<file path="src/rtl/sdi_vtg_pkg.sv">
// Shared definitions for the SD-SDI (525-line interlaced) video timing
// generator: default raster constants, blanking levels, the YCbCr sample
// type, the 75% colour-bar table and the state encoding.
package sdi_vtg_pkg;

  // Default 525-line NTSC raster
  localparam int DEF_H_ACTIVE     = 720;
  localparam int DEF_H_TOTAL      = 858;
  localparam int DEF_V_TOTAL      = 525;
  localparam int DEF_F2_START     = 266;
  localparam int DEF_F1_START     = 4;
  localparam int DEF_F1_ACT_START = 20;
  localparam int DEF_F1_ACT_END   = 263;
  localparam int DEF_F2_ACT_START = 283;
  localparam int DEF_F2_ACT_END   = 525;
  localparam int DEF_BAR_WIDTH    = 90;

  // 10-bit blanking levels
  localparam logic [9:0] BLANK_Y = 10'd64;
  localparam logic [9:0] BLANK_C = 10'd512;

  typedef struct packed {
    logic [9:0] y;
    logic [9:0] cb;
    logic [9:0] cr;
  } ycbcr_t;

  // Two-state raster machine
  typedef logic [0:0] vtg_state_t;
  localparam vtg_state_t IDLE = 1'b0;
  localparam vtg_state_t RUN  = 1'b1;

  // 75% colour bars, index 0 (white) to 7 (black)
  function automatic ycbcr_t bar_colour(input logic [2:0] idx);
    ycbcr_t c;
    case (idx)
      3'd0:    c = '{y: 10'd721, cb: 10'd512, cr: 10'd512};
      3'd1:    c = '{y: 10'd646, cb: 10'd176, cr: 10'd567};
      3'd2:    c = '{y: 10'd525, cb: 10'd625, cr: 10'd176};
      3'd3:    c = '{y: 10'd450, cb: 10'd289, cr: 10'd231};
      3'd4:    c = '{y: 10'd335, cb: 10'd735, cr: 10'd793};
      3'd5:    c = '{y: 10'd260, cb: 10'd399, cr: 10'd848};
      3'd6:    c = '{y: 10'd139, cb: 10'd848, cr: 10'd457};
      default: c = '{y: 10'd64,  cb: 10'd512, cr: 10'd512};
    endcase
    return c;
  endfunction

endpackage

</file>
<file path="src/rtl/sdi_vtg_colorbar_rom.sv">
// Colour-bar lookup: bar index in, registered YCbCr sample out. The output
// register advances on the sample strobe so it lines up with the timing
// outputs of the generator.
module sdi_vtg_colorbar_rom
  import sdi_vtg_pkg::*;
(
  input  logic       clk,
  input  logic       rst_n,
  input  logic       ce,
  input  logic [2:0] bar_idx,
  output ycbcr_t     colour
);

  // Register the table entry for the bar under the current sample
  always_ff @(posedge clk) begin
    if (!rst_n) begin
      colour <= '{y: BLANK_Y, cb: BLANK_C, cr: BLANK_C};
    end else if (ce) begin
      colour <= bar_colour(bar_idx);
    end
  end

endmodule

</file>
<file path="src/rtl/sdi_video_timing_gen.sv">
// 525-line interlaced raster timing and 4:2:2 10-bit test pattern for the
// native video input of the SDI transmitter. Advances only on vid_ce.
// Optional feature macro: SDI_VTG_COLORBARS_EN (75% colour bars on active
// picture; without it active picture is flat black).
module sdi_video_timing_gen
  import sdi_vtg_pkg::*;
#(
  parameter int H_ACTIVE     = DEF_H_ACTIVE,
  parameter int H_TOTAL      = DEF_H_TOTAL,
  parameter int V_TOTAL      = DEF_V_TOTAL,
  parameter int F2_START     = DEF_F2_START,
  parameter int F1_START     = DEF_F1_START,
  parameter int F1_ACT_START = DEF_F1_ACT_START,
  parameter int F1_ACT_END   = DEF_F1_ACT_END,
  parameter int F2_ACT_START = DEF_F2_ACT_START,
  parameter int F2_ACT_END   = DEF_F2_ACT_END,
  parameter int BAR_WIDTH    = DEF_BAR_WIDTH
) (
  input  logic        sdi_tx_clk,
  input  logic        sdi_tx_rst_n,
  input  logic        vid_ce,
  input  logic        gen_en,
  output logic        VID_IO_OUT_active_video,
  output logic [59:0] VID_IO_OUT_data,
  output logic        VID_IO_OUT_field,
  output logic        VID_IO_OUT_hblank,
  output logic        VID_IO_OUT_vblank,
  output logic [9:0]  h_pos,
  output logic [9:0]  v_line,
  output logic        frame_start,
  output logic        running
);

  localparam logic [9:0] H_ACT  = 10'(H_ACTIVE);
  localparam logic [9:0] H_LAST = 10'(H_TOTAL - 1);
  localparam logic [9:0] V_LAST = 10'(V_TOTAL);
  localparam logic [9:0] F2_S   = 10'(F2_START);
  localparam logic [9:0] F1_S   = 10'(F1_START);
  localparam logic [9:0] F1A_S  = 10'(F1_ACT_START);
  localparam logic [9:0] F1A_E  = 10'(F1_ACT_END);
  localparam logic [9:0] F2A_S  = 10'(F2_ACT_START);
  localparam logic [9:0] F2A_E  = 10'(F2_ACT_END);

  vtg_state_t state;
  logic [9:0] h_cnt;
  logic [9:0] v_cnt;
  logic       h_end;
  logic       v_end;
  logic       hblank_d;
  logic       vblank_d;
  logic       field_d;

  assign h_end    = (h_cnt == H_LAST);
  assign v_end    = (v_cnt == V_LAST);
  assign hblank_d = (h_cnt >= H_ACT);
  assign vblank_d = !(((v_cnt >= F1A_S) && (v_cnt <= F1A_E)) ||
                      ((v_cnt >= F2A_S) && (v_cnt <= F2A_E)));
  assign field_d  = (v_cnt >= F2_S) || (v_cnt < F1_S);

  // Raster state machine; gen_en is only honoured at the frame end so a
  // started frame always runs to completion
  always_ff @(posedge sdi_tx_clk) begin
    if (!sdi_tx_rst_n) begin
      state <= IDLE;
      h_cnt <= '0;
      v_cnt <= 10'd1;
    end else if (vid_ce) begin
      if (state == IDLE) begin
        h_cnt <= '0;
        v_cnt <= 10'd1;
        if (gen_en) begin
          state <= RUN;
        end
      end else if (h_end) begin
        h_cnt <= '0;
        v_cnt <= v_end ? 10'd1 : v_cnt + 10'd1;
        if (v_end && !gen_en) begin
          state <= IDLE;
        end
      end else begin
        h_cnt <= h_cnt + 10'd1;
      end
    end
  end

  // Timing outputs describe the counters at the previous strobe; frame_start
  // is cleared every clock so it stays a single-clock pulse
  always_ff @(posedge sdi_tx_clk) begin
    if (!sdi_tx_rst_n) begin
      VID_IO_OUT_active_video <= 1'b0;
      VID_IO_OUT_hblank       <= 1'b1;
      VID_IO_OUT_vblank       <= 1'b1;
      VID_IO_OUT_field        <= 1'b0;
      h_pos                   <= '0;
      v_line                  <= 10'd1;
      frame_start             <= 1'b0;
    end else begin
      frame_start <= 1'b0;
      if (vid_ce) begin
        if (state == RUN) begin
          VID_IO_OUT_active_video <= !hblank_d && !vblank_d;
          VID_IO_OUT_hblank       <= hblank_d;
          VID_IO_OUT_vblank       <= vblank_d;
          VID_IO_OUT_field        <= field_d;
          h_pos                   <= h_cnt;
          v_line                  <= v_cnt;
          frame_start             <= (h_cnt == 10'd0) && (v_cnt == 10'd1);
        end else begin
          VID_IO_OUT_active_video <= 1'b0;
          VID_IO_OUT_hblank       <= 1'b1;
          VID_IO_OUT_vblank       <= 1'b1;
          VID_IO_OUT_field        <= 1'b0;
          h_pos                   <= '0;
          v_line                  <= 10'd1;
        end
      end
    end
  end

  assign running = (state == RUN);

`ifdef SDI_VTG_COLORBARS_EN
  localparam int SUB_W = (BAR_WIDTH > 1) ? $clog2(BAR_WIDTH) : 1;
  localparam logic [SUB_W-1:0] SUB_LAST = SUB_W'(BAR_WIDTH - 1);

  logic [SUB_W-1:0] bar_sub;
  logic [2:0]       bar_idx;
  logic             chroma_odd;
  ycbcr_t           bar_q;

  // Bar position follows h without a divider; restarts on white every line
  always_ff @(posedge sdi_tx_clk) begin
    if (!sdi_tx_rst_n) begin
      bar_sub <= '0;
      bar_idx <= '0;
    end else if (vid_ce) begin
      if ((state != RUN) || h_end) begin
        bar_sub <= '0;
        bar_idx <= '0;
      end else if (bar_sub == SUB_LAST) begin
        bar_sub <= '0;
        bar_idx <= bar_idx + 3'd1;
      end else begin
        bar_sub <= bar_sub + 1'b1;
      end
    end
  end

  sdi_vtg_colorbar_rom u_rom (
    .clk     (sdi_tx_clk),
    .rst_n   (sdi_tx_rst_n),
    .ce      (vid_ce),
    .bar_idx (bar_idx),
    .colour  (bar_q)
  );

  // Chroma phase of the registered sample: Cb on even h, Cr on odd h
  always_ff @(posedge sdi_tx_clk) begin
    if (!sdi_tx_rst_n) begin
      chroma_odd <= 1'b0;
    end else if (vid_ce) begin
      chroma_odd <= (state == RUN) && h_cnt[0];
    end
  end

  assign VID_IO_OUT_data = VID_IO_OUT_active_video ?
                           {40'd0, (chroma_odd ? bar_q.cr : bar_q.cb), bar_q.y} :
                           {40'd0, BLANK_C, BLANK_Y};
`else
  assign VID_IO_OUT_data = {40'd0, BLANK_C, BLANK_Y};
`endif

endmodule

</file>
<file path="config.mk">
export PLATFORM = sky130hd
export DESIGN_NAME = sdi_video_timing_gen
export DESIGN_NICKNAME = d
export VERILOG_FILES = /design/src/rtl/sdi_vtg_pkg.sv /design/src/rtl/sdi_vtg_colorbar_rom.sv /design/src/rtl/sdi_video_timing_gen.sv
export SDC_FILE = /design/constraint.sdc
export NUM_CORES = 1
export LEC_CHECK = 0
export BUFFER_PORTS_ARGS = -buffer_cell sky130_fd_sc_hd__buf_2
export CORE_MARGIN = 4
export CORE_UTILIZATION = 51
export CTS_CLUSTER_DIAMETER = 40
export DETAILED_ROUTE_END_ITERATION = 8
export PLACE_DENSITY = 0.81
export SKIP_LAST_GASP = 1
export SYNTH_ARGS = -nofsm -noshare
export SYNTH_HDL_FRONTEND = slang
export SYNTH_SLANG_ARGS = --single-unit
</file>
<file path="constraint.sdc">
create_clock -name sdi_tx_clk -period 2.4 [get_ports sdi_tx_clk]
set_clock_uncertainty 0.15 [all_clocks]
set_input_delay 0.36 -clock sdi_tx_clk [delete_from_list [all_inputs] [get_ports sdi_tx_clk]]
set_output_delay 0.36 -clock sdi_tx_clk [all_outputs]
set_load 0.01 [all_outputs]
</file>
==> results.toml <==
[outcome]
outcome = "finished clean"

[die]
die-area_um2 = 6570
num_rows = 26
core_um2 = 5140
die_height_um = 81.1
die_x_um = 81.1
start_util_pct = 53.0
io_pins = 90

[grt]
antenna_found_initial = 0
grt_max_degree = 20
grt_usage_pct = 17.6
grt-ovfl-total = 0
grt_pass1_vias = 2020
grt_pass1_wl_mm = 9.20

[sta]
min_period_ns = 2.10
slew_violations = 0
rsz0062_at_grt = "no"
fin_crit_sh_pct = 87.6
fmax_mhz = 475
finalSetupViolCount = 0
fin_tns_setup_ns = 0
hold_viol = 0

[pwr]
seqPwrFrac_pct = 52.9
power.density_nw_per_um2 = 521
p_int_uw = 1110
netSwitchingPower_uw = 356
combPwrFrac_pct = 8.4
p_clk_share_pct = 38.8
vdd_ir_drop_max_mv = 0.278
swShare_pct = 24.3
power.leakage_uw = 0.00121

[logic_synthesis]
synth_cells = 334
synth-edff-count = 0
synthTopCellsByCount = "60 x buf_4, 46 x dfxtp_1, 28 x a21oi_1"
yosysUniqueCellTypes = 53
avgSynthCellArea_um2 = 8.15
yosysMostFrequentCell = "buf_4"
seq_area_frac_synth_pct = 33.8
netlist.area_leader.share_pct = 33.8
yosysWarnings = 0
yosysTopAreaCell = "dfxtp_1"
synthTopCellsByArea = "dfxtp_1 34%, buf_4 17%, a21oi_1 5.1%"
synth-main-ff-cell = "dfxtp_1"
synth-seq-cells = 46
syn_area_um2 = 2720
synthArstFlopShare_pct = 0

[clock_tree]
clk_pin_slew_ns = 0.09
cts.sinks = 46
ctsResizeCount = 0
cts_setup_buffers = 0
htreeDepth = 2
cts_tree = "done"
worstSkewPairLatency_ns = 0.30
cts-root-buf = "clkbuf_8"
cts_buffers = 5
ctsHoldBuffers = 0
clk_path_buf_depth = 2

[route]
drtPass1Iterations = 4
ant_nets = 0
wire_per_inst_um = 13.2
drtIter0Drc = 113
vias = 2163
vias_per_cell = 5.04
wl_mm = 5.67
drcViolationCount = 0

[worst_setup_path]
cp_max_fo = 7
critPathKind = "reg2reg"
arrival_ns = 2.19
startpoint_type = "register"
r2r_cells = 6
end_kind = "register"
crit_required_ns = 2.49

[finish]
syn_to_final_growth_pct = 3.12
fin_nets = 369
postLayoutCellArea_um2 = 2810
fillers = 490
antenna_cells = 0
drive_gt1_share_pct = 13.6

[placement]
portBuffers = 29
dpl_cell_area_um2 = 2700
dpl.hpwl_mm = 4.20
place_congestion = 0.889

[min_path]
hold_path_depth = 2
hold_class = "in2reg"

[flow_run]
max_cap_violations = 0
[power groups by stage]
stage               Clock (uW)  Sequential [uW]  Combinational, uW
finish                     567              773                122
global route               607              774                137
CTS                        574              772                118
detailed placement           0              790                118
global placement             0              790                117
floorplan                    0              790                162
[critical path, stage by stage, from the launching register on]
cell     delay (ns)
dfxtp_1        0.46
inv_1          0.12
ha_1           0.21
nor2b_1        0.17
a31oi_1        0.39
or4b_1         0.48
o21ai_1        0.08
[worst paths after layout]
kind / startpoint / end / slack [ns]
worst min register to register: h_pos[7] / h_pos[7] / 0.32
worst min-delay path: sdi_tx_rst_n / VID_IO_OUT_hblank / 0.17
worst max-delay path: v_cnt[1] / v_cnt[7] / 0.30
worst max register to register: v_cnt[1] / v_cnt[7] / 0.30
[final cells by class]
cell class | count | area [um^2] | share of cell area, %
multi-input combinational | 258 | 1450 | 51.8
sequential | 46 | 921 | 32.8
timing repair buffer | 36 | 198 | 7.04
tap | 70 | 87.6 | 3.12
clock buffer | 7 | 76.3 | 2.72
inverter | 11 | 41.3 | 1.47
clock inverter | 1 | 30.0 | 1.07
[cells by family after synthesis]
| logic type | Yosys count | synth area share, % |
|---|---|---|
| compound gates | 63 | 14.4 |
| buf+inv | 88 | 20.8 |
| other cells | 2 | 0.276 |
| simple gates | 121 | 25.2 |
| flops | 46 | 33.8 |
| fa+ha+maj | 7 | 3.22 |
| xor+xnor | 7 | 2.25 |
[through the flow]
| step | hold slack (ns) | worst slack [ns] | instances | util [%] | total power, uW |
|---|---|---|---|---|---|
| floorplan | 0.335 | 0.528 | 392 | - | 952 |
| global route | 0.189 | 0.146 | 429 | 54.6 | 1520 |
| detailed placement | 0.310 | 0.361 | 421 | 52.6 | 908 |
| CTS | 0.171 | 0.347 | 429 | 54.6 | 1460 |
| finish | 0.175 | 0.296 | 429 | 54.6 | 1460 |
| global placement | 0.305 | 0.446 | 421 | 52.6 | 907 |
[cells in the final DEF (no fill, tap or decap), types with 5 or more instances in the layout]
cell / instances
conb_1: 60
dfxtp_1: 46
buf_2: 29
a21oi_1: 28
nor2_1: 25
nand2_1: 16
nor2b_1: 15
nand3_1: 15
inv_1: 11
nand2b_1: 9
o21ai_0: 8
nor3_1: 8
ha_1: 7
buf_4: 7
and2_1: 5
and3_1: 5
xor2_1: 5
nand4_1: 5
a31oi_1: 5
clkbuf_8: 5
[sequential cells by signal, indices dropped and copies added (netlist names)]
register / count
h_cnt: 10
h_pos: 10
v_cnt: 10
v_line: 10
VID_IO_OUT_active_video: 1
VID_IO_OUT_field: 1
VID_IO_OUT_hblank: 1
VID_IO_OUT_vblank: 1
frame_start: 1
running: 1
[per-layer routing]
layer / vias up / global-route usage [%] / routed length, um
met4: 0 / 6.93 / 92
met3: 13 / 2.99 / 297
met1: 1011 / 21.4 / 2510
met5: - / 0 / 0
li1: 1074 / - / -
met2: 65 / 30.9 / 2760
Power figures use the tool's default switching activity.
